==> config.mk <==
export PLATFORM = sky130hd
export DESIGN_NAME = d_input_conditioner
export DESIGN_NICKNAME = d
export VERILOG_FILES = /design/src/rtl/d_input_conditioner.sv
export SDC_FILE = /design/constraint.sdc
export NUM_CORES = 1
export LEC_CHECK = 0
export CORE_AREA = 2 2 39 41
export CTS_BUF_LIST = sky130_fd_sc_hd__clkbuf_8
export DETAILED_ROUTE_END_ITERATION = 12
export DIE_AREA = 0 0 41 43
export SLEW_MARGIN = 20
export SYNTH_ARGS = -nofsm -noshare
export SYNTH_HDL_FRONTEND = slang
export SYNTH_SLANG_ARGS = --single-unit
==> constraint.sdc <==
create_clock -name clk -period 2.1 [get_ports clk]
set_input_delay 0.42 -clock clk [delete_from_list [all_inputs] [get_ports clk]]
set_output_delay 0.42 -clock clk [all_outputs]
set_load 0.02 [all_outputs]
==> src/rtl/d_input_conditioner.sv <==
// Synchronises and debounces an asynchronous raw data line into the clk domain.
// Produces the clean D level for the downstream flop, rise/fall strobes and a busy flag.
module d_input_conditioner #(
    parameter int SYNC_STAGES     = 2,
    parameter int DEBOUNCE_CYCLES = 4
) (
    input  logic clk,
    input  logic reset_n,
    input  logic d_raw,
    input  logic enable,
    output logic d_clean,
    output logic rise,
    output logic fall,
    output logic busy
);

    localparam int CNT_W = $clog2(DEBOUNCE_CYCLES + 1);
    localparam logic [CNT_W-1:0] CNT_LAST = CNT_W'(DEBOUNCE_CYCLES - 1);
    localparam logic [CNT_W-1:0] CNT_ONE  = CNT_W'(1);

    logic [SYNC_STAGES-1:0] sync_q, sync_d;
    logic [CNT_W-1:0]       cnt_q, cnt_d;
    logic                   clean_q, clean_d;
    logic                   rise_q, rise_d;
    logic                   fall_q, fall_d;
    logic                   d_sync;
    logic                   differs;

    assign d_sync  = sync_q[SYNC_STAGES-1];
    assign differs = d_sync ^ clean_q;

    always_comb begin
        sync_d = {sync_q[SYNC_STAGES-2:0], d_raw};
    end

    // A matching sample or a disabled cycle discards any partial count.
    always_comb begin
        cnt_d   = '0;
        clean_d = clean_q;
        rise_d  = 1'b0;
        fall_d  = 1'b0;
        if (enable && differs) begin
            if (cnt_q == CNT_LAST) begin
                clean_d = d_sync;
                rise_d  = d_sync;
                fall_d  = ~d_sync;
            end else begin
                cnt_d = cnt_q + CNT_ONE;
            end
        end
    end

    always_ff @(posedge clk or negedge reset_n) begin
        if (!reset_n) begin
            sync_q  <= '0;
            cnt_q   <= '0;
            clean_q <= 1'b0;
            rise_q  <= 1'b0;
            fall_q  <= 1'b0;
        end else begin
            sync_q  <= sync_d;
            cnt_q   <= cnt_d;
            clean_q <= clean_d;
            rise_q  <= rise_d;
            fall_q  <= fall_d;
        end
    end

    assign d_clean = clean_q;
    assign rise    = rise_q;
    assign fall    = fall_q;
    assign busy    = (cnt_q != '0);

endmodule

==> run summary, run 1 <==
The signal on the critical path passes through inv_1 > ha_1 > nand2b_1 > clkdlybuf4s50_1. The element type at the critical path start was a register. For this run, the slowest stage of the critical path takes 0.59 ns.

The multi-input logic area was 120 sq um; the total congestion overflow after global routing was 0. Measured along the y axis, the die boundary spans 43 um. Total of buffers placed on input and output ports: 7. The number of register bits inferred by synthesis is 8.

The run gives 23.7% as the initial cell density of the core. The run gives 8.53% as the all-layer global routing usage. Final hold violation count: 0. For the core utilization of the finished layout, the log shows 33.2%. The number of nets in the synthesized netlist is 28. The routed design has 517 um of wire. For this run, the top clock speed supported by timing is 521 MHz.

Critical path depth: 4. The depth of the most critical reg-to-reg path is 3, and the first-pass detailed-route iteration total is 2. Clock skew on the completed layout was measured at 0.00252 ns. The TritonCTS sink count is 8, and the layout cell share with drive strength beyond 1 is 21.9%.

Dividing total power by cell area gives a power density of 924 mW/mm^2. The count of max-cap constraint violations was 0; the number of antenna repair diodes was 0. The number of buffers inserted by hold repair at cts came out at 0. The critical path in this run is classified as register to primary output.

The logs give 0 for the buffer count from post-CTS setup fixing and 136 for the number of fill cells in the layout. The minimum setup slack among reg-to-reg paths was 0.86 ns. Setup repair after global routing left no endpoint under its margin.

In this run the count of I/O pins placed on the die edge is 8. The run gives 0.000366 V as the maximum vdd ir drop. In this run the core area contains 14 standard-cell rows. The kind of cell with the highest combined delay on the critical path was buffers and inverters. The synthesized netlist contains 11 unique library cells. The area of the mapped netlist is 328 sq um.

The first global-routing pass estimated 945 um of wire. Data arrives at the worst endpoint at 1.50 ns. The critical path contains buffers and inverters numbering 2 combined. The die is 41 um wide.

The run finished with clean final reports. The area growth from synthesis to layout is 40.1%. Summing all placed instances gives a cell area of 418 sq um. The clock reaches the later pin of the worst-skew pair after 0.22 ns. The region available for standard cell placement spans 0.00138 sq mm. The sum of negative setup slack came out at 0 ns.

In this run the critical register-to-register path is captured at d_clean. The wire-length estimate of the detail-placed layout is 381 um. The most critical setup path has its startpoint at cnt_q[0]. The pin count of the biggest net entering global routing was 9; the post-synthesis average cell area was 14.9 sq um.

At the pin with the least slew margin, the transition time is 0.351 ns. For the number of endpoints failing setup at the final stage, the log shows 0. The number of antenna violations at the first check in global routing is 0. At the end of routability-driven placement, the weighted congestion stood at 0.540. Summing all flip-flop and latch instances after layout gives 200 sq um. Sequential elements use 61.1% of the synthesized area. Measured against its own limit, the worst slew margin works out to 76.6%.

For the detailed router's first-iteration violation count, the log shows 1. Clock tree root buffer cell: sky130_fd_sc_hd__clkbuf_8. The shortest clock period the worst path allows after layout is 1.92 ns, and the final net count is 40.

TritonCTS built the clock tree. The tools report the quantity of gates resized following cts as 0. Buffers inserted during clock tree synthesis total 3. Summing all non-filler instances in the final layout gives an area of 459 sq um.

Once detail routing completed, the nets flagged for antenna violations numbered 0. After detailed routing, the number of remaining DRC violations is 0. Power comes to 0.424 mW. The number of global-route vias before repair came out at 231. The worst hold margin came out at 0.354 ns.

Highest-delay cell along the critical path: sky130_fd_sc_hd__clkdlybuf4s50_1. The maximum fanout count along the critical path is 3. The post-CTS clock slew at the launch and capture registers of the worst setup and hold paths is 0.04 ns. The worst setup path is captured at a primary output. The clock passes through at most 2 buffers. The worst hold path belongs to the class register to register. Synthesis produced 22 cells.

The via density per instance was 4.29. During synthesis, Yosys emitted a total of 0 warnings. In this run the static leakage power is 0.202 nW. The most critical setup path has its endpoint at busy.

The detailed router placed 206 vias in this run. The routed wirelength normalized by instance count works out to 10.8 um. The total die area was 0.00176 sq mm; the total count of max-transition violations in the final report was 0. The tools report the origin of the critical flop-to-flop path as cnt_q[0]. The final clock period utilization by the worst path is 91.4%, and the required arrival time at the worst endpoint is 1.68 ns.

The number of H-tree levels was 1.
==> synthesized netlist by cell type <==
cell                       instances  area, sq um
sky130_fd_sc_hd__dfrtp_1           8          200
sky130_fd_sc_hd__mux2_2            1         11.3
sky130_fd_sc_hd__xnor2_1           1         8.76
sky130_fd_sc_hd__nor2b_1           1         6.26
sky130_fd_sc_hd__and4bb_2          2         25.0
sky130_fd_sc_hd__nor4b_2           1         15.0
sky130_fd_sc_hd__nand2b_1          1         6.26
sky130_fd_sc_hd__inv_1             2         7.51
sky130_fd_sc_hd__ha_1              2         25.0
sky130_fd_sc_hd__nor3b_1           2         15.0
sky130_fd_sc_hd__nand3b_1          1         7.51
==> worst reg2reg max path: cells and delay by family, from the launching register on <==
family	cells	cell delay, ns
and+or+nand+nor	1	0.15
muxes	1	0.35
adders and majority gates	1	0.23
DFF	1	0.40
==> state kept, by name, indices dropped and copies added, names as in the netlist <==
name	cells
d_clean	1
cnt_q	3
rise	1
fall	1
sync_q	2
==> final cells by class <==
type | instances | share of cell area, %
inverter | 2 | 1.63
multi-input combinational | 12 | 26.2
sequential | 8 | 43.6
timing repair buffer | 7 | 15.3
tap | 16 | 4.36
clock buffer | 3 | 8.99
==> worst min path at each step <==
| stage | startpoint | end | slack [ns] | cells after the start |
|---|---|---|---|---|
| 2_1_floorplan | reset_n | cnt_q[0] | 0.12 | 0 |
| 3_3_place_gp | sync_q[0] | sync_q[1] | 0.34 | 0 |
| 3_5_place_dp | sync_q[0] | sync_q[1] | 0.35 | 0 |
| 4_1_cts | sync_q[0] | sync_q[1] | 0.36 | 0 |
| 5_1_grt | sync_q[0] | sync_q[1] | 0.36 | 0 |
| 6_report | sync_q[0] | sync_q[1] | 0.35 | 0 |
==> metal layers <==
metal	vias up	track usage (%)	routed length, um	part of all wire (%)
li1	96	-	-	-
met1	102	10.7	247	48
met2	8	10.6	233	45
met3	0	3.14	36	7.0
met4	0	8.00	0	0
met5	-	0	0	0
==> stage by stage <==
step,setup WS [ns],cells
CTS,0.158,48
global placement,0.436,45
floorplan,0.925,22
global route,0.0881,48
finish,0.180,48
detailed placement,0.399,45
==> where the power goes <==
part / internal, mW / leakage [nW] / switching (mW)
registers: 0.166 / 0.106 / 0.0121
clock network: 0.123 / 0.0216 / 0.0525
logic: 0.0391 / 0.0750 / 0.0306
total: 0.329 / 0.202 / 0.0952
==> cells by family after synthesis <==
logic type | after synthesis | synth area share, %
fa+ha+maj | 2 | 7.63
buf+inv | 2 | 2.29
xor+xnor | 1 | 2.67
simple gates | 8 | 22.9
mux | 1 | 3.43
flops | 8 | 61.1
==> cell usage in the layout, fill, tap and decap left out, drive strengths merged <==
master	Yosys	routed
dfrtp	8	8
clkdlybuf4s50	0	7
clkbuf	0	3
inv	2	2
and4bb	2	2
nor3b	2	2
ha	2	2
xnor2	1	1
nor2b	1	1
nor4b	1	1
nand2b	1	1
nand3b	1	1
mux2	1	1
Power figures use the tool's default switching activity.
==> run 2, diff against run 1 <==
Settings changed: ABC_CLOCK_PERIOD_IN_PS from default to 2100, GPL_TIMING_DRIVEN from default to 1.
==> results of run 2 <==
Same layout as run 1: the final DEF is identical, and so are final timing and power.
